File: config.mk
export PLATFORM = sky130hd
export DESIGN_NAME = dds_phase_gen_flat
export DESIGN_NICKNAME = d
export VERILOG_FILES = /design/src/rtl/dds_phase_gen_pkg.sv /design/src/rtl/dds_phase_gen_if.sv /design/src/rtl/dds_phase_gen_sweep_step_timer.sv /design/src/rtl/dds_phase_gen.sv /design/src/flat_wrapper.sv
export SDC_FILE = /design/constraint.sdc
export NUM_CORES = 1
export LEC_CHECK = 0
export ABC_AREA = 1
export BUFFER_PORTS_ARGS = -buffer_cell sky130_fd_sc_hd__buf_4
export CAP_MARGIN = 20
export CORE_AREA = 2 2 220 222
export CTS_BUF_LIST = sky130_fd_sc_hd__clkbuf_16
export DETAILED_ROUTE_END_ITERATION = 7
export DIE_AREA = 0 0 222 224
export PLACE_DENSITY_LB_ADDON = 0.08
export SYNTH_ARGS = -nofsm -noshare
export SYNTH_HDL_FRONTEND = slang
export SYNTH_SLANG_ARGS = --single-unit
File: constraint.sdc
create_clock -name CLK -period 13.9 [get_ports CLK]
set_clock_uncertainty 0.05 [all_clocks]
set_input_delay 2.085 -clock CLK [delete_from_list [all_inputs] [get_ports CLK]]
set_output_delay 2.085 -clock CLK [all_outputs]
set_load 0.005 [all_outputs]
File: src/rtl/dds_phase_gen_pkg.sv
// rtl/dds_phase_gen_pkg.sv - shared types and defaults for the DDS phase generator
// Contents: default widths, mode encodings, FSM state enum.
package dds_pkg;

  localparam int PHASE_W_DEF = 32;
  localparam int DIV_W_DEF   = 16;

  localparam logic [1:0] MODE_FIXED = 2'b00;
  localparam logic [1:0] MODE_ONCE  = 2'b01;
  localparam logic [1:0] MODE_LOOP  = 2'b10;
  localparam logic [1:0] MODE_TRI   = 2'b11;

  typedef enum logic [2:0] {
    IDLE       = 3'd0,
    CONST      = 3'd1,
    SWEEP_UP   = 3'd2,
    SWEEP_DOWN = 3'd3,
    HOLD       = 3'd4
  } state_t;

endpackage

File: src/rtl/dds_phase_gen_if.sv
// rtl/dds_phase_gen_if.sv - configuration/control/output bundle of the DDS phase generator
// Signals:
//   cfg_valid/cfg_ready        configuration handshake
//   ftw_start/ftw_stop/ftw_step tuning words for fixed or swept operation
//   step_div, mode             sweep step period minus one, operating mode
//   run, phase_sync            level enable, synchronous accumulator clear
//   DDS, wrap, sweep_done      phase word, carry pulse, sweep-end pulse
//   busy, cfg_err              not idle, latched config had start > stop in a sweep mode
// Modports: master drives configuration/control, slave is the phase generator.
interface dds_phase_gen_if #(
  parameter int PHASE_W = dds_pkg::PHASE_W_DEF,
  parameter int DIV_W   = dds_pkg::DIV_W_DEF
);
  logic               cfg_valid;
  logic               cfg_ready;
  logic [PHASE_W-1:0] ftw_start;
  logic [PHASE_W-1:0] ftw_stop;
  logic [PHASE_W-1:0] ftw_step;
  logic [DIV_W-1:0]   step_div;
  logic [1:0]         mode;
  logic               run;
  logic               phase_sync;
  logic [PHASE_W-1:0] DDS;
  logic               wrap;
  logic               sweep_done;
  logic               busy;
  logic               cfg_err;

  modport master (
    output cfg_valid, ftw_start, ftw_stop, ftw_step, step_div, mode, run, phase_sync,
    input  cfg_ready, DDS, wrap, sweep_done, busy, cfg_err
  );

  modport slave (
    input  cfg_valid, ftw_start, ftw_stop, ftw_step, step_div, mode, run, phase_sync,
    output cfg_ready, DDS, wrap, sweep_done, busy, cfg_err
  );
endinterface

File: src/rtl/dds_phase_gen_sweep_step_timer.sv
// rtl/dds_phase_gen_sweep_step_timer.sv - sweep step divider
// Ports:
//   CLK, RESET   clock, asynchronous active-high reset
//   en           count this cycle (sweeping and running)
//   clr          restart the count at zero (sweep start)
//   div          step period minus one, in enabled cycles
//   tick         step strobe, high on the enabled cycle where the count equals div
module sweep_step_timer
  import dds_pkg::*;
#(
  parameter int DIV_W = DIV_W_DEF
) (
  input  logic             CLK,
  input  logic             RESET,
  input  logic             en,
  input  logic             clr,
  input  logic [DIV_W-1:0] div,
  output logic             tick
);

  logic [DIV_W-1:0] r_cnt;

  assign tick = en && (r_cnt == div);

  always_ff @(posedge CLK or posedge RESET) begin
    if (RESET) begin
      r_cnt <= '0;
    end else if (clr) begin
      r_cnt <= '0;
    end else if (en) begin
      r_cnt <= tick ? '0 : r_cnt + DIV_W'(1);
    end
  end

endmodule

File: src/rtl/dds_phase_gen.sv
// rtl/dds_phase_gen.sv - phase accumulator with fixed or swept tuning word
// Ports:
//   CLK, RESET  clock, asynchronous active-high reset
//   bus         dds_phase_gen_if slave: config handshake, run/phase_sync
//               control, DDS phase word, wrap/sweep_done pulses, busy, cfg_err
module dds_phase_gen
  import dds_pkg::*;
#(
  parameter int PHASE_W = PHASE_W_DEF,
  parameter int DIV_W   = DIV_W_DEF
) (
  input logic            CLK,
  input logic            RESET,
  dds_phase_gen_if.slave bus
);

  // latched configuration
  logic [PHASE_W-1:0] r_ftw_start;
  logic [PHASE_W-1:0] r_ftw_stop;
  logic [PHASE_W-1:0] r_ftw_step;
  logic [DIV_W-1:0]   r_step_div;
  logic [1:0]         r_mode;
  logic               r_cfg_loaded;
  logic               r_cfg_err;

  // datapath state
  state_t             r_state;
  state_t             w_state_next;
  logic [PHASE_W-1:0] r_ftw_cur;
  logic [PHASE_W-1:0] w_ftw_next;
  logic [PHASE_W-1:0] r_dds;
  logic               r_wrap;
  logic               r_sweep_done;
  logic               w_done_next;

  logic               w_idle;
  logic               w_start;
  logic               w_cfg_hs;
  logic               w_run_active;
  logic               w_sweeping;
  logic               w_tick;
  logic [PHASE_W:0]   w_up_sum;
  logic [PHASE_W:0]   w_dn_diff;
  logic [PHASE_W:0]   w_acc_sum;

  assign w_idle       = (r_state == IDLE);
  assign w_cfg_hs     = w_idle && bus.cfg_valid;
  assign w_start      = w_idle && bus.run && r_cfg_loaded;
  assign w_run_active = !w_idle && bus.run;
  assign w_sweeping   = bus.run && ((r_state == SWEEP_UP) || (r_state == SWEEP_DOWN));

  // One extra bit on each operation: carry for saturation/wrap, borrow for the floor.
  assign w_up_sum  = {1'b0, r_ftw_cur} + {1'b0, r_ftw_step};
  assign w_dn_diff = {1'b0, r_ftw_cur} - {1'b0, r_ftw_step};
  assign w_acc_sum = {1'b0, r_dds} + {1'b0, r_ftw_cur};

  sweep_step_timer #(
    .DIV_W (DIV_W)
  ) u_timer (
    .CLK   (CLK),
    .RESET (RESET),
    .en    (w_sweeping),
    .clr   (w_start),
    .div   (r_step_div),
    .tick  (w_tick)
  );

  // Next state and tuning-word update.
  always_comb begin
    w_state_next = r_state;
    w_ftw_next   = r_ftw_cur;
    w_done_next  = 1'b0;
    case (r_state)
      IDLE: begin
        if (w_start) begin
          w_ftw_next = r_ftw_start;
          if ((r_mode == MODE_FIXED) || r_cfg_err) begin
            w_state_next = CONST;
          end else begin
            w_state_next = SWEEP_UP;
          end
        end
      end
      CONST, HOLD: begin
        if (!bus.run) begin
          w_state_next = IDLE;
        end
      end
      SWEEP_UP: begin
        if (!bus.run) begin
          w_state_next = IDLE;
        end else if (w_tick) begin
          // Loop mode sits at ftw_stop for one step period before restarting.
          if ((r_mode == MODE_LOOP) && (r_ftw_cur == r_ftw_stop)) begin
            w_ftw_next = r_ftw_start;
          end else if (w_up_sum >= {1'b0, r_ftw_stop}) begin
            w_ftw_next  = r_ftw_stop;
            w_done_next = 1'b1;
            case (r_mode)
              MODE_ONCE: w_state_next = HOLD;
              MODE_TRI:  w_state_next = SWEEP_DOWN;
              default:   w_state_next = SWEEP_UP;
            endcase
          end else begin
            w_ftw_next = w_up_sum[PHASE_W-1:0];
          end
        end
      end
      SWEEP_DOWN: begin
        if (!bus.run) begin
          w_state_next = IDLE;
        end else if (w_tick) begin
          if (w_dn_diff[PHASE_W] || (w_dn_diff[PHASE_W-1:0] <= r_ftw_start)) begin
            w_ftw_next   = r_ftw_start;
            w_state_next = SWEEP_UP;
          end else begin
            w_ftw_next = w_dn_diff[PHASE_W-1:0];
          end
        end
      end
      default: begin
        w_state_next = IDLE;
      end
    endcase
  end

  always_ff @(posedge CLK or posedge RESET) begin
    if (RESET) begin
      r_state <= IDLE;
    end else begin
      r_state <= w_state_next;
    end
  end

  always_ff @(posedge CLK or posedge RESET) begin
    if (RESET) begin
      r_ftw_start  <= '0;
      r_ftw_stop   <= '0;
      r_ftw_step   <= '0;
      r_step_div   <= '0;
      r_mode       <= MODE_FIXED;
      r_cfg_loaded <= 1'b0;
      r_cfg_err    <= 1'b0;
    end else if (w_cfg_hs) begin
      r_ftw_start  <= bus.ftw_start;
      r_ftw_stop   <= bus.ftw_stop;
      r_ftw_step   <= bus.ftw_step;
      r_step_div   <= bus.step_div;
      r_mode       <= bus.mode;
      r_cfg_loaded <= 1'b1;
      r_cfg_err    <= (bus.mode != MODE_FIXED) && (bus.ftw_start > bus.ftw_stop);
    end
  end

  always_ff @(posedge CLK or posedge RESET) begin
    if (RESET) begin
      r_ftw_cur    <= '0;
      r_sweep_done <= 1'b0;
    end else begin
      r_ftw_cur    <= w_ftw_next;
      r_sweep_done <= w_done_next;
    end
  end

  // Accumulator: phase_sync wins over the add in every state.
  always_ff @(posedge CLK or posedge RESET) begin
    if (RESET) begin
      r_dds  <= '0;
      r_wrap <= 1'b0;
    end else if (bus.phase_sync) begin
      r_dds  <= '0;
      r_wrap <= 1'b0;
    end else if (w_run_active) begin
      r_dds  <= w_acc_sum[PHASE_W-1:0];
      r_wrap <= w_acc_sum[PHASE_W];
    end else begin
      r_wrap <= 1'b0;
    end
  end

  assign bus.cfg_ready  = w_idle;
  assign bus.busy       = !w_idle;
  assign bus.DDS        = r_dds;
  assign bus.wrap       = r_wrap;
  assign bus.sweep_done = r_sweep_done;
  assign bus.cfg_err    = r_cfg_err;

endmodule

File: src/flat_wrapper.sv
// flat-port wrapper written by rule: the top's interface ports become plain ports
module dds_phase_gen_flat import dds_pkg::*;
#(
  parameter int PHASE_W = PHASE_W_DEF,
  parameter int DIV_W   = DIV_W_DEF
)
  (CLK, RESET, bus_cfg_valid, bus_ftw_start, bus_ftw_stop, bus_ftw_step, bus_step_div, bus_mode, bus_run, bus_phase_sync, bus_cfg_ready, bus_DDS, bus_wrap, bus_sweep_done, bus_busy, bus_cfg_err);
  dds_phase_gen_if #(.PHASE_W(PHASE_W), .DIV_W(DIV_W)) bus_i ();
  input logic CLK;
  input logic RESET;
  input wire logic [$bits(bus_i.cfg_valid)-1:0] bus_cfg_valid;
  input wire logic [$bits(bus_i.ftw_start)-1:0] bus_ftw_start;
  input wire logic [$bits(bus_i.ftw_stop)-1:0] bus_ftw_stop;
  input wire logic [$bits(bus_i.ftw_step)-1:0] bus_ftw_step;
  input wire logic [$bits(bus_i.step_div)-1:0] bus_step_div;
  input wire logic [$bits(bus_i.mode)-1:0] bus_mode;
  input wire logic [$bits(bus_i.run)-1:0] bus_run;
  input wire logic [$bits(bus_i.phase_sync)-1:0] bus_phase_sync;
  output wire logic [$bits(bus_i.cfg_ready)-1:0] bus_cfg_ready;
  output wire logic [$bits(bus_i.DDS)-1:0] bus_DDS;
  output wire logic [$bits(bus_i.wrap)-1:0] bus_wrap;
  output wire logic [$bits(bus_i.sweep_done)-1:0] bus_sweep_done;
  output wire logic [$bits(bus_i.busy)-1:0] bus_busy;
  output wire logic [$bits(bus_i.cfg_err)-1:0] bus_cfg_err;
  assign bus_i.cfg_valid = bus_cfg_valid;
  assign bus_i.ftw_start = bus_ftw_start;
  assign bus_i.ftw_stop = bus_ftw_stop;
  assign bus_i.ftw_step = bus_ftw_step;
  assign bus_i.step_div = bus_step_div;
  assign bus_i.mode = bus_mode;
  assign bus_i.run = bus_run;
  assign bus_i.phase_sync = bus_phase_sync;
  assign bus_cfg_ready = bus_i.cfg_ready;
  assign bus_DDS = bus_i.DDS;
  assign bus_wrap = bus_i.wrap;
  assign bus_sweep_done = bus_i.sweep_done;
  assign bus_busy = bus_i.busy;
  assign bus_cfg_err = bus_i.cfg_err;
  dds_phase_gen #(.PHASE_W(PHASE_W), .DIV_W(DIV_W)) u_core (.CLK(CLK), .RESET(RESET), .bus(bus_i));
endmodule
## Word level (Yosys, flattened, before mapping)

Cells that the tools add are included.

- Register bits: 201
- Output and inout bits: 37
- Input port bits: 119
- Word-level logic and storage cells: 94

- Magnitude comparators: 3
- Eq/ne operators: 20
- Reductions and logical operators: 21
- Multiplexer cells: 33
- $add $sub $neg: 4

Operator list:

| kind | count |
|---|---|
| $mux 32 | 10 |
| $pmux 32 s3 | 1 |
| $add 32x32->33 | 2 |
| $mux 16 | 3 |
| $ge 33x32->1 | 1 |
| $sub 32x32->33 | 1 |
| $eq 32x32->1 | 1 |
| $gt 32x32->1 | 1 |
| $le 32x32->1 | 1 |
| $mux 3 | 9 |
| $add 16x1->16 const B | 1 |
| $eq 16x16->1 | 1 |
| $ne 3x3->1 const B | 5 |
| $ne 2x2->1 const B | 6 |
| $pmux 3 s4 | 1 |
| $logic_and 1x1->1 | 8 |
| $mux 1 | 7 |
| $reduce_and 7->1 | 1 |
| $eq 3x2->1 const B | 2 |
| $pmux 3 s2 | 1 |
| $reduce_and 6->1 | 1 |
| $reduce_bool 2->1 | 3 |
| $eq 2x2->1 const B | 2 |
| $eq 3x1->1 const B | 1 |
| other kinds (9) | 11 |

## Longest topological paths before layout

Gate-level depths: netlist of the first run.

- Depth in word-level cells: 7
- Mapped depth: 33
- Gate-level depth less buffers: 31

## By module

Synthesis of the first run repeated with hierarchy kept, for this count alone.

- Cells, all modules: 2899
- Area, all modules: 19299.8 sq um

Modules (own cells, without submodules):

| module | times used | cells each | seq. area each (sq um) | area each (sq um) |
|---|---|---|---|---|
| dds_phase_gen | 1 | 2680 | 4629.4 | 17993.5 |
| sweep_step_timer | 1 | 219 | 400.4 | 1306.3 |

## Worst setup path before layout of the first run

No wires, ideal clock.

- Path type: reg-to-reg
- Start: register u_core.r_ftw_cur[0]
- End: register u_core.r_ftw_cur[25]
- Data required time: 13.737 ns
- Cell stages (with the launch flop): 24
- Arrival: 3.811 ns
- Path slack: 9.926 ns
- Clock period less this slack: 3.974 ns
- Library setup time: 0.113 ns
- Path buffers: 1
- Cell sequence: dfrtp_1 inv_1 ha_1 fa_1 nand3b_1 nand2_1 a21oi_1 o21ai_0 a21oi_1 o21ai_0 xor2_1 inv_1 ha_1 nand2_1 nor3_1 nor4b_2 nand2_1 a21boi_2 buf_2 nand3_1 nand3_1 nand3_1 nand2_1 inv_1

- Cells in the longest elaborated chain, start to end: 7
- Elaborated cells on any way between the ends: 15
- Those cells by class: 2 x add/sub; 2 x order compare; 1 x eq/ne; 8 x mux; 2 x reduce/logical

Ends and longest elaborated chain:

| element | RTL line | text |
|---|---|---|
| start, declared | dds_phase_gen.sv:29 | `logic [PHASE_W-1:0] r_ftw_cur;` |
| start signal, assigned | dds_phase_gen.sv:160 | `r_ftw_cur <= w_ftw_next;` |
| $add 32x32->33 / $sub 32x32->33 (equally long branches) | dds_phase_gen.sv:53, dds_phase_gen.sv:54 |  |
| $ge 33x32->1 / $le 32x32->1 (equally long branches) | dds_phase_gen.sv:96, dds_phase_gen.sv:113 |  |
| $mux 32 / $logic_or 1x1->1 (equally long branches) | dds_phase_gen.sv:96, dds_phase_gen.sv:113 |  |
| $mux 32 (on tied branches) | dds_phase_gen.sv:94, dds_phase_gen.sv:113 |  |
| $mux 32 (on tied branches) | dds_phase_gen.sv:92, dds_phase_gen.sv:112 |  |
| $mux 32 (on tied branches) | dds_phase_gen.sv:90, dds_phase_gen.sv:110 |  |
| $pmux 32 s3 * | dds_phase_gen.sv:73 | `case (r_state)` |

Every way passes the cells marked *; elsewhere a longest branch is shown, timed or not. The select of a mux whose other input is x is not followed.
A chain may end at the register's enable or synchronous reset.

## Worst setup path after layout of the first run

- Start: register u_core.r_ftw_cur[0]
- End: register u_core.r_ftw_cur[1]

The elaborated chain is that of the path after synthesis.

==> results.txt, run 1 <==
- Status: finished clean
- Via count of the first global-routing pass: 18,500
- Measured against its own limit, the worst slew margin works out to 0.350.
- The total count of hold-check failures in the final report was 0.
- Cell area after synthesis: 18,800 um2
* Reg-to-reg critical path startpoint: u_core.r_ftw_cur[0]$_DFFE_PP0P_
- Post-DRT Antenna Nets: 0
- STA classifies the critical path startpoint as a flip-flop.
- Adding up every negative setup slack in the final design gives 0 ns.
* Most frequently used cell type in the post-synthesis netlist: nand2_1
* Max-capacitance violation count: 0
- By instance count, the cell type seen most on the critical path is nand2_1.
- The critical path is of the reg2reg type.
- EDFF count, synth: 0
- Post-synthesis async set-or-reset flop share: 1.00
* Number of detailed-routing iterations run before antenna repair: 6
- Flops & latches, synth: between 200 and 250
- Effective utilization at floorplan: 0.398
- Core area: roughly 47,000 um2
* Post-route worst setup slack: 7.89 ns
- Total inserted antenna cells: 0
- Maximum number of pins on one net before global-route repair: 83
- H-tree lvl count: 1
- Yosys mapped the design onto roughly 70 distinct sky130hd cell types.
* Critical-path cell with the highest stage delay: nand2_2
- Gate count after technology mapping: approximately 2,700
- Share of cells above drive strength 1: 0.137
* Synthesis warning total: 0
- Maximum clock frequency: 166 MHz
- Post-cts gate resize count: 0
* Aggregate routed wire length: just over 70 mm
- Average routed wire per standard cell: 20.4 um
- The die is 224 um tall.
- The worst hold path begins at u_core.r_state[1]$_DFFE_PP0P_.
- The path with the worst hold slack has its endpoint at u_core.r_state[1]$_DFFE_PP0P_.
- Core utilization of the finished layout: 0.449
- Final setup violation count: 0
* Post-layout min period: ~6 ns
- Final slew viol count: 0
- Die outline width: 222 um
- Setup repair after global routing left no endpoint under its margin.
- Register-to-register setup slack: 7.89 ns
- The first global-routing pass estimated 109 mm of wire.
* Antenna violations before repair: 0
- The count of buffers added on input and output ports is 155.
- Drt first-iter violations: 1,562
* Crit-path max FO: 34
- The most used flip-flop cell after synthesis is dfrtp_1.
- Vias per inst: 5.43
* Share of the clock period used by the worst path after layout: 0.433
- Fraction of post-synthesis cell area in the top cell type by area: 0.267
- Cell Chain, Critical Path: inv_1 > ha_1 > fa_1 > nand3b_1 > nand2_1 > a21oi_1 > o21ai_0 > a21oi_1 > o21ai_0 > xor2_1 > inv_1 > ha_1 > nand2_1 > nor3_1 > nor4b_2 > nand2_1 > a21boi_4 > buf_4 > nand2_2 > nand2_1 > nand3_1 > nand3_1 > nand2_1 > inv_1
- In this run the clock root is driven by a clkbuf_16.
* Net count of the mapped netlist: 3,037
- The floorplan has 80 rows.
- OpenSTA, run right after detailed placement, puts the worst setup slack at 7.94 ns.
- In this run the critical register-to-register path is captured at u_core.r_ftw_cur[1]$_DFFE_PP0P_.
- In this design, the stage delay of the slowest critical-path cell is approximately 0.57 ns.
- The share of the Yosys chip area taken by registers is 0.267.
* Overall fraction of global-route tracks in use: 0.283
- Hold buffers post-CTS: 0
* Overflow after GRT: 0
- Commonest cells in the netlist: nand2_1, inv_1, o21ai_0
* Via count: 18,800
- At the worst endpoint, the arrival time is 6.47 ns.
- Clock tree buffer depth: 3
- Placer's final routability congestion estimate: between 1 and 1.5
- Total die area: 49,700 um2
* Syn Area/Cell: ~6.9 um2
- STA puts the critical path data required time at 14.36 ns.
- Number of buffers created by CTS: 27
- For the worst flop-to-flop path, the logic depth is 24.
* Setup Buffers After CTS: 0
* Growth of design area from synthesis to finish: 13.0%
- Top post-synthesis cells by area: dfrtp_1, ha_1, nand2_1
- Summed over all instances, the cell type with the most area after synthesis is dfrtp_1.
* Final nets: 3,153
- HP Class: reg2reg
- Clock latency on the worst-skew pair, taken at its later pin, is between 0.5 and 0.6 ns.
* Post-route DRC violation count: 0
- The HPWL after detailed placement is 56.0 mm.
- The tree built by TritonCTS fans out to 201 sinks.
- # IOs: 156
- Hold-critical path depth: 2
- Clock-pin slew reported for the worst setup and hold paths after clock tree synthesis: 0.06 ns
* Crit end category: flip-flop
- TritonCTS built the clock tree.
- Slew of the pin with the lowest slew margin: 0.972 ns
-- cells by family after synthesis --
family                   synth area share
AND/OR/NAND/NOR                     0.288
adder cells (fa/ha/maj)             0.131
XOR/XNOR                           0.0367
buffers and inverters               0.109
flip-flops                          0.267
AO/OA/AOI/OAI                       0.168
-- sequential cells by signal (all words and copies together) (netlist names) --
signal	flops
u_core.r_step_div	16
u_core.r_ftw_start	32
u_core.u_timer.r_cnt	16
u_core.r_ftw_cur	32
u_core.bus.sweep_done	1
u_core.bus.DDS	32
u_core.r_ftw_stop	32
u_core.bus.wrap	1
u_core.r_mode	2
u_core.r_ftw_step	32
u_core.bus.cfg_err	1
u_core.r_state	3
u_core.r_cfg_loaded	1
-- cells in the final DEF, fill, tap and decap left out, types with 17 or more instances in the layout --
master     instances
nand2_2           36
clkbuf_16         27
o21ai_0          233
nor2_1           157
ha_1             193
inv_2             60
nand3_2           33
buf_4            165
inv_1            357
or2_2             17
nor3_1            32
xor2_1            72
a21oi_1          205
nand3_1          187
dfrtp_1          201
nand2_1          630
nand4_1           39
-- stage by stage --
| stage | instance area [um2] | hold WS [ns] | instances |
|---|---|---|---|
| global route | 21300 | 0.464 | 3470 |
| CTS | 21200 | 0.436 | 3468 |
| detailed placement | 20400 | 0.424 | 3422 |
| floorplan | 18800 | 0.392 | 2722 |
| global placement | 20400 | 0.412 | 3422 |
| finish | 21300 | 0.435 | 3470 |
-- critical path, delay by kind of cell, from the launching register on --
family                   cells  cell delay, ns
AND/OR/NAND/NOR             11            2.33
AO/OA/AOI/OAI                5            1.24
adder cells (fa/ha/maj)      3            0.93
buffers and inverters        4            0.64
flip-flops                   1            0.41
XOR/XNOR                     1            0.35
-- layer usage --
metal,wire length (um),global-route usage
met1,33500,0.401
met2,30900,0.447
met3,3910,0.0327
met4,2470,0.0922
met5,0,0
-- worst max path at each step --
| stage | end | from |
|---|---|---|
| floorplan | u_core.bus.DDS[0]$_DFFE_PP0P_ | RESET |
| global placement | u_core.r_ftw_cur[26]$_DFFE_PP0P_ | u_core.r_ftw_cur[1]$_DFFE_PP0P_ |
| detailed placement | u_core.r_ftw_cur[1]$_DFFE_PP0P_ | u_core.r_ftw_cur[0]$_DFFE_PP0P_ |
| CTS | u_core.r_ftw_cur[1]$_DFFE_PP0P_ | u_core.r_ftw_cur[0]$_DFFE_PP0P_ |
| global route | u_core.r_ftw_cur[11]$_DFFE_PP0P_ | u_core.r_ftw_cur[0]$_DFFE_PP0P_ |
| finish | u_core.r_ftw_cur[1]$_DFFE_PP0P_ | u_core.r_ftw_cur[0]$_DFFE_PP0P_ |
-- layout make-up --
type	instances	area, um2
fill	4946	26100
sequential	201	5030
tap	615	769
timing repair buffer	167	1290
multi-input combinational	2024	11800
clock inverter	19	164
clock buffer	27	676
inverter	417	1580
Power of run 1 is not shown: default switching activity piles up to over one toggle a cycle in this logic, so the estimate is an artifact.
==> run 2, diff against run 1 <==
clock period = 5.3 ns   (was 13.9 ns; I/O delays follow)
==> run 2 against run 1 <==
  * Highest routed layer unchanged
  * Register-to-register slack got worse by 7.4 ns
  * Worst setup slack got worse by 7.4 ns
  * Maximum frequency increased by 24%
  * Final area increased by 1.1%
  * Non-clock buffer count increased by 30
  * Cell count increased by 0.86%
  * Count of clock-buffer cells in the layout unchanged
  * Utilization increased by 0.48 points
  * Sequential share of layout area decreased by 0.25 points
  * Flip-flop and latch count unchanged
  * Routed wire length decreased by 0.59%
==> results.txt, run 2 (synthesized netlist as in run 1, its figures left out) <==
- Worst hold-check slack: 0.370 ns (was 0.435 ns)
- Die Y: 224 um (unchanged)
- HPWL Detailed: 56.2 mm (was 56.0 mm)
- Slew of the pin with the lowest slew margin: 1.14 ns (was 0.972 ns)
* Critical-path cell with the highest stage delay: dfrtp_1 (was nand2_2)
* Clock tree buffer depth: 3 (unchanged)
- Share of the clock period used by the worst path after layout: 0.915 (was 0.433)
* Via count of the first global-routing pass: 18,200 (was 18,500)
* TritonCTS clock tree: built (unchanged)
- Share of cells above drive strength 1: 0.146 (was 0.137)
- Total count of hold-check failures in the final report: 0 (unchanged)
- Worst rel slew slack: 0.237 (was 0.350)
- The maximum achievable frequency came to 206 MHz (was 166 MHz).
- Global-route wire length before repair: 108 mm (was 109 mm)
- The CTS root buffer was clkbuf_16 (unchanged).
* Status: finished clean (unchanged)
- Aggregate routed wire length: 70.4 mm (was 70.8 mm)
- Post-route DRC violation count: 0 (unchanged)
* Placer's final routability congestion estimate: 1.06 (was 1.03)
* Average routed wire per standard cell: 20.1 um (was 20.4 um)
* Final setup violation count: 0 (unchanged)
- The type of element capturing the critical path is a flip-flop (unchanged).
- Growth of design area from synthesis to finish: 14.2% (was 13.0%)
* Most frequent cells in the layout: nand2_1, inv_1, o21ai_0, a21oi_1, dfrtp_1 (unchanged)
- Overflow after GRT: 0 (unchanged)
- Total inserted antenna cells: 0 (unchanged)
* RSZ-0062 raised after global routing: no (unchanged)
- The number of rows in the core area came to 80 (unchanged).
* # IOs: 156 (unchanged)
* Crit-path max FO: 16 (was 34)
* Critical path class: reg2reg (unchanged)
- Setup TNS: 0 ns (unchanged)
- The startpoint type of the worst setup path was a flip-flop (unchanged).
- The number of cells traversed by the worst register-to-register path came to 27 (was 24).
- Clk_lat worst skew: 0.57 ns (was 0.59 ns)
* Worst R2R End: u_core.r_ftw_cur[26]$_DFFE_PP0P_ (was u_core.r_ftw_cur[1]$_DFFE_PP0P_)
- The via-per-instance ratio came to 5.35 (was 5.43).
* Final nets: 3,182 (was 3,153)
* Die outline width: 222 um (unchanged)
* Final slew viol count: 0 (unchanged)
- The max-cap violation count was 0 (unchanged).
* Most common cell after layout, fill and taps aside: nand2_1 (unchanged)
- The depth of the CTS H-tree came to 1 (unchanged).
- Sinks on the clock net: 201 (unchanged)
- The initial antenna violation count is 1 (was 0).
- The total number of vias was 18,700 (was 18,800).
* Cell repeated most along the worst path: nand2_1 (unchanged)
- Delay of the slowest cell on the worst path: 0.41 ns (was 0.57 ns)
- The initial DRC count is 1,749 (was 1,562).
- The worst endpoint data arrival time was 5.26 ns (was 6.47 ns).
* Clock-pin slew reported for the worst setup and hold paths after clock tree synthesis: 0.06 ns (about the same)
- The minimum clock period was 4.85 ns (was 6.01 ns).
- Effective utilization at floorplan: 0.398 (unchanged)
- The number of input and output port buffers inserted came to 155 (unchanged).
- Reg-to-reg critical path startpoint: u_core.r_ftw_cur[0]$_DFFE_PP0P_ (unchanged)
- The setup slack on the worst flop-to-flop path is 0.45 ns (was 7.89 ns).
- HP Class: in2async (was reg2reg)
- The area of the core is 47,300 um2 (unchanged).
* Number of buffers created by CTS: 26 (was 27)
- The total die area came to 49,700 um2 (unchanged).
- Maximum number of pins on one net before global-route repair: 116 (was 83)
* Overall fraction of global-route tracks in use: 0.281 (was 0.283)
- The first-pass iteration count of the detailed router came to 5 (was 6).
- The post-route antenna net violation count came to 0 (unchanged).
- The data required time at the worst endpoint was 5.72 ns (was 14.36 ns).
==> run 2: cell types whose count changed in the layout (fill, tap and decap cells not counted), sizes merged <==
cell	previous run	this run
buf	167	197
clkinv	11	14
inv	420	417
==> run 2: worst max-delay path: cells and delay by family, from the launching register on <==
family | cells | cell delay [ns]
AND/OR/NAND/NOR | 17 | 2.45
adder cells (fa/ha/maj) | 3 | 0.91
buffers and inverters | 5 | 0.54
flip-flops | 1 | 0.41
AO/OA/AOI/OAI | 2 | 0.37
==> run 2: stage by stage <==
step / worst slack [ns] / cells / utilization / area (um2)
floorplan: 1.33 / 2722 / - / 18800
global placement: 0.545 / 3452 / 0.435 / 20600
detailed placement: 0.448 / 3453 / 0.436 / 20600
CTS: 0.442 / 3499 / 0.453 / 21500
global route: 0.0172 / 3500 / 0.454 / 21500
finish: 0.452 / 3500 / 0.454 / 21500
==> run 2: what timing repair did <==
item | in CTS | in global routing
endpoints found under the hold margin | 0 | 0
buffers inserted | 0 | 0
endpoints found under the setup margin | 0 | 8
gates resized for setup | 0 | 2
hold buffers | 0 | 0
==> run 2: worst max-delay path by stage <==
stage	slack (ns)	end	depth (start not counted)	startpoint
floorplan	1.33	u_core.r_ftw_cur[25]$_DFFE_PP0P_	23	u_core.r_ftw_cur[0]$_DFFE_PP0P_
global placement	0.54	u_core.r_ftw_cur[26]$_DFFE_PP0P_	26	u_core.r_ftw_cur[1]$_DFFE_PP0P_
detailed placement	0.45	u_core.r_ftw_cur[26]$_DFFE_PP0P_	26	u_core.r_ftw_cur[1]$_DFFE_PP0P_
CTS	0.44	u_core.r_ftw_cur[26]$_DFFE_PP0P_	27	u_core.r_ftw_cur[0]$_DFFE_PP0P_
global route	0.02	u_core.r_state[2]$_DFFE_PP0P_	27	u_core.r_ftw_cur[1]$_DFFE_PP0P_
finish	0.45	u_core.r_ftw_cur[26]$_DFFE_PP0P_	27	u_core.r_ftw_cur[0]$_DFFE_PP0P_
==> run 2: area by class of cell <==
class | instances | area (um2)
clock buffers | 27 | 676
clock inverters | 19 | 163
fillers | 4979 | 25800
inverters | 417 | 1570
multi-input cells | 2024 | 11800
flip-flops and latches | 201 | 5030
well taps | 615 | 769
repair buffers | 197 | 1520
==> run 2: layer usage <==
| layer | vias up | part of all wire | global-route usage |
|---|---|---|---|
| met5 | - | 0 | 0 |
| met4 | 0 | 0.032 | 0.0891 |
| met3 | 114 | 0.052 | 0.0228 |
| met2 | 608 | 0.44 | 0.447 |
| met1 | 8729 | 0.48 | 0.404 |
| li1 | 9267 | - | - |
Power of run 2 is left out for the same reason.
==> run 3, diff against run 2 <==
CORE_AREA = 2 2 258 260   (was 2 2 220 222)
DIE_AREA = 0 0 260 262   (was 0 0 222 224)
SKIP_LAST_GASP = 1   (was default)
==> run 3 against run 2 <==
  * Count of clock-buffer cells in the layout up 2
  * Cell count grew 7.5%
  * Global-route usage down 5.8 points
  * Critical path depth fell by 4
  * Flip-flop and latch count unchanged
  * Sequential share of layout area fell by 0.47 points
  * Critical endpoint is now u_core.r_ftw_cur[17]$_DFFE_PP0P_
  * Register-to-register slack about the same
  * Via count fell by 0.11%
  * Hold slack got worse by 0.28 ns
  * First-iteration DRC count shrank 25%
  * Maximum frequency shrank 0.22%
==> results.txt, run 3 (synthesized netlist as in run 1, its figures left out) <==
- The TritonCTS clock tree is built (unchanged).
- The number of global-route vias before repair came to 18,700 (was 18,200).
- The final cycle utilization of the critical path is 0.917 (was 0.915).
- Total inserted antenna cells: 0 (unchanged)
* Number of port buffers: 155 (unchanged)
- The count of non-filler cells in the finished layout came to 3,763 (was 3,500).
* Overflow after GRT: 0 (unchanged)
* Required time reported for the critical path endpoint: 5.73 ns (was 5.72 ns)
* CP delay by family, top: simple AND/OR/NAND/NOR gates (unchanged)
* Core area: 65,300 um2 (was 47,300 um2)
* Number of standard-cell rows in the floorplan: 94 (was 80)
* Aggregate routed wire length: 76.8 mm (was 70.4 mm)
- The relative area change from synthesis to final layout is 16.5% (was 14.2%).
- The pin count of the biggest net entering global routing is 90 (was 116).
- Final nets: 3,192 (was 3,182)
- The critical-path cell with the highest stage delay is fa_1 (was dfrtp_1).
- Crit start category: flip-flop (unchanged)
* Overall fraction of global-route tracks in use: 0.223 (was 0.281)
- Critical path arrival: 5.28 ns (was 5.26 ns)
- H-tree lvl count: 1 (unchanged)
* Clock tree buffer depth: 3 (unchanged)
- The number of instances in the placed design is 3,710 (was 3,453).
- Status: finished clean (unchanged).
- Maximum clock frequency: 206 MHz (about the same)
- Hold buffers post-CTS: 0 (unchanged)
- Drt first-iter violations: 1,308 (was 1,749)
- Reg-to-reg critical path startpoint: u_core.r_ftw_cur[0]$_DFFE_PP0P_ (unchanged)
- Setup Buffers After CTS: 0 (unchanged)
- The number of cells traversed by the worst register-to-register path was 23 (was 27).
- # IOs: 156 (unchanged)
* Total count of hold-check failures in the final report: 0 (unchanged)
- Most frequent cells in the layout: nand2_1, inv_1, o21ai_0, a21oi_1, buf_4 (was nand2_1, inv_1, o21ai_0, a21oi_1, dfrtp_1).
- Via count: 18,700 (about the same)
- Cell Chain, Critical Path: inv_1 > ha_1 > fa_1 > nand3b_1 > nand2_1 > a21oi_1 > o21ai_0 > a21oi_1 > o21ai_1 > xor2_1 > inv_1 > ha_1 > nand2_1 > nor3_2 > nor4b_2 > nand2_1 > a21boi_2 > buf_4 > nand3_1 > nand3_1 > nand3_1 > nand2_1 > inv_1
* Die Y: 262 um (was 224 um)
- Worst setup slack after placement: 0.222 ns (was 0.448 ns)
- The post-route antenna net violation count was 0 (unchanged).
- The class of the worst hold path was in2async (unchanged).
- Worst R2R End: u_core.r_ftw_cur[17]$_DFFE_PP0P_ (was u_core.r_ftw_cur[26]$_DFFE_PP0P_)
* Most common cell after layout, fill and taps aside: nand2_1 (unchanged)
- Final setup violation count: 0 (unchanged)
* Crit-path max FO: 16 (unchanged)
- HPWL Detailed: 62.6 mm (was 56.2 mm)
- Share of cells above drive strength 1: 0.149 (was 0.146)
- Global-route wire length before repair: 115 mm (was 108 mm)
* Delay of the slowest cell on the worst path: 0.41 ns (about the same)
* Root Buffer: clkbuf_16 (unchanged)
* Final slew viol count: 0 (unchanged)
- RSZ-0062 raised after global routing: no (unchanged)
- Die outline width: 260 um (was 222 um)
- The post-cts gate resize count was 0 (unchanged).
- The critical path's most frequent cell was nand2_1 (unchanged).
- Post-route DRC violation count: 0 (unchanged)
* Layout fillers: 7,200 (was 4,979)
- The accumulated negative setup slack was 0 ns (unchanged).
- Post-layout min period: 4.86 ns (was 4.85 ns)
* Max-capacitance violation count: 0 (unchanged)
- Crit end category: flip-flop (unchanged)
- Number of buffers created by CTS: 29 (was 26)
* Placer's final routability congestion estimate: 0.973 (was 1.06)
- The final routed wire length divided by cell count came to 20.4 um (was 20.1 um).
- Antenna violations before repair: 0 (was 1)
- Core utilization of the finished layout: 0.336 (was 0.454)
- The total die area was 68,100 um2 (was 49,700 um2).
- Clock-pin slew reported for the worst setup and hold paths after clock tree synthesis: 0.06 ns (about the same)
* Register-to-register setup slack: 0.44 ns (was 0.45 ns)
- Sinks on the clock net: 201 (unchanged)
* Critical path class: reg2reg (unchanged)
* Worst rel slew slack: 0.362 (was 0.237)
- The later-pin clock latency in the skew report is 0.60 ns (was 0.57 ns).
- Vias per inst: 4.97 (was 5.35)
- The first-pass iteration count of the detailed router was 6 (was 5).
* Slew of the pin with the lowest slew margin: 0.954 ns (was 1.14 ns)
- Post-route worst setup slack: 0.442 ns (was 0.452 ns)
- Effective utilization at floorplan: 0.289 (was 0.398)
- The number of buffer and inverter instances along the worst setup path came to 4 (was 5).
run 3: per-stage QoR:
stage | hold slack, ns | instance area (um2)
CTS | 0.0520 | 21900
detailed placement | 0.422 | 21000
global placement | 0.413 | 21000
finish | 0.0870 | 22000
floorplan | 0.392 | 18800
global route | 0.0832 | 22000
run 3: worst max path at each step:
| stage | slack, ns | from | endpoint | cells past startpoint |
|---|---|---|---|---|
| 3_5_place_dp | 0.22 | u_core.r_ftw_cur[1]$_DFFE_PP0P_ | u_core.r_ftw_cur[27]$_DFFE_PP0P_ | 22 |
| 2_1_floorplan | 1.33 | u_core.r_ftw_cur[0]$_DFFE_PP0P_ | u_core.r_ftw_cur[25]$_DFFE_PP0P_ | 23 |
| 5_1_grt | 0.01 | u_core.r_ftw_cur[0]$_DFFE_PP0P_ | u_core.r_ftw_cur[17]$_DFFE_PP0P_ | 24 |
| 6_report | 0.44 | u_core.r_ftw_cur[0]$_DFFE_PP0P_ | u_core.r_ftw_cur[17]$_DFFE_PP0P_ | 23 |
| 4_1_cts | 0.21 | u_core.r_ftw_cur[1]$_DFFE_PP0P_ | u_core.r_ftw_cur[27]$_DFFE_PP0P_ | 22 |
| 3_3_place_gp | 0.37 | u_core.r_ftw_cur[1]$_DFFE_PP0P_ | u_core.r_ftw_cur[27]$_DFFE_PP0P_ | 22 |
run 3: layout make-up:
| type | instances | area, um2 | area share |
|---|---|---|---|
| Clock buffer | 29 | 726 | 0.0331 |
| Clock inverter | 24 | 201 | 0.00918 |
| Inverter | 417 | 1570 | 0.0717 |
| Multi-Input combinational cell | 2024 | 11800 | 0.536 |
| Sequential cell | 201 | 5030 | 0.229 |
| Tap cell | 864 | 1080 | 0.0492 |
| Timing Repair Buffer | 204 | 1560 | 0.0712 |
run 3: worst register-to-register path, cell delays in order (launching register included):
cell and delay [ns]:
dfrtp_1 0.40, inv_1 0.12, ha_1 0.25, fa_1 0.41
nand3b_1 0.17, nand2_1 0.15, a21oi_1 0.11, o21ai_0 0.29
a21oi_1 0.23, o21ai_1 0.23, xor2_1 0.33, inv_1 0.08
ha_1 0.28, nand2_1 0.07, nor3_2 0.29, nor4b_2 0.30
nand2_1 0.11, a21boi_2 0.22, buf_4 0.28, nand3_1 0.11
nand3_1 0.09, nand3_1 0.09, nand2_1 0.06, inv_1 0.05
run 3: per-layer routing:
| metal | vias to the layer above | GRT usage | wire length (um) |
|---|---|---|---|
| met1 | 8836 | 0.312 | 36600 |
| met5 | - | 0 | 0 |
| met3 | 107 | 0.0216 | 3290 |
| li1 | 9281 | - | - |
| met4 | 0 | 0.0651 | 2390 |
| met2 | 474 | 0.365 | 34500 |
Power of run 3 is left out for the same reason.
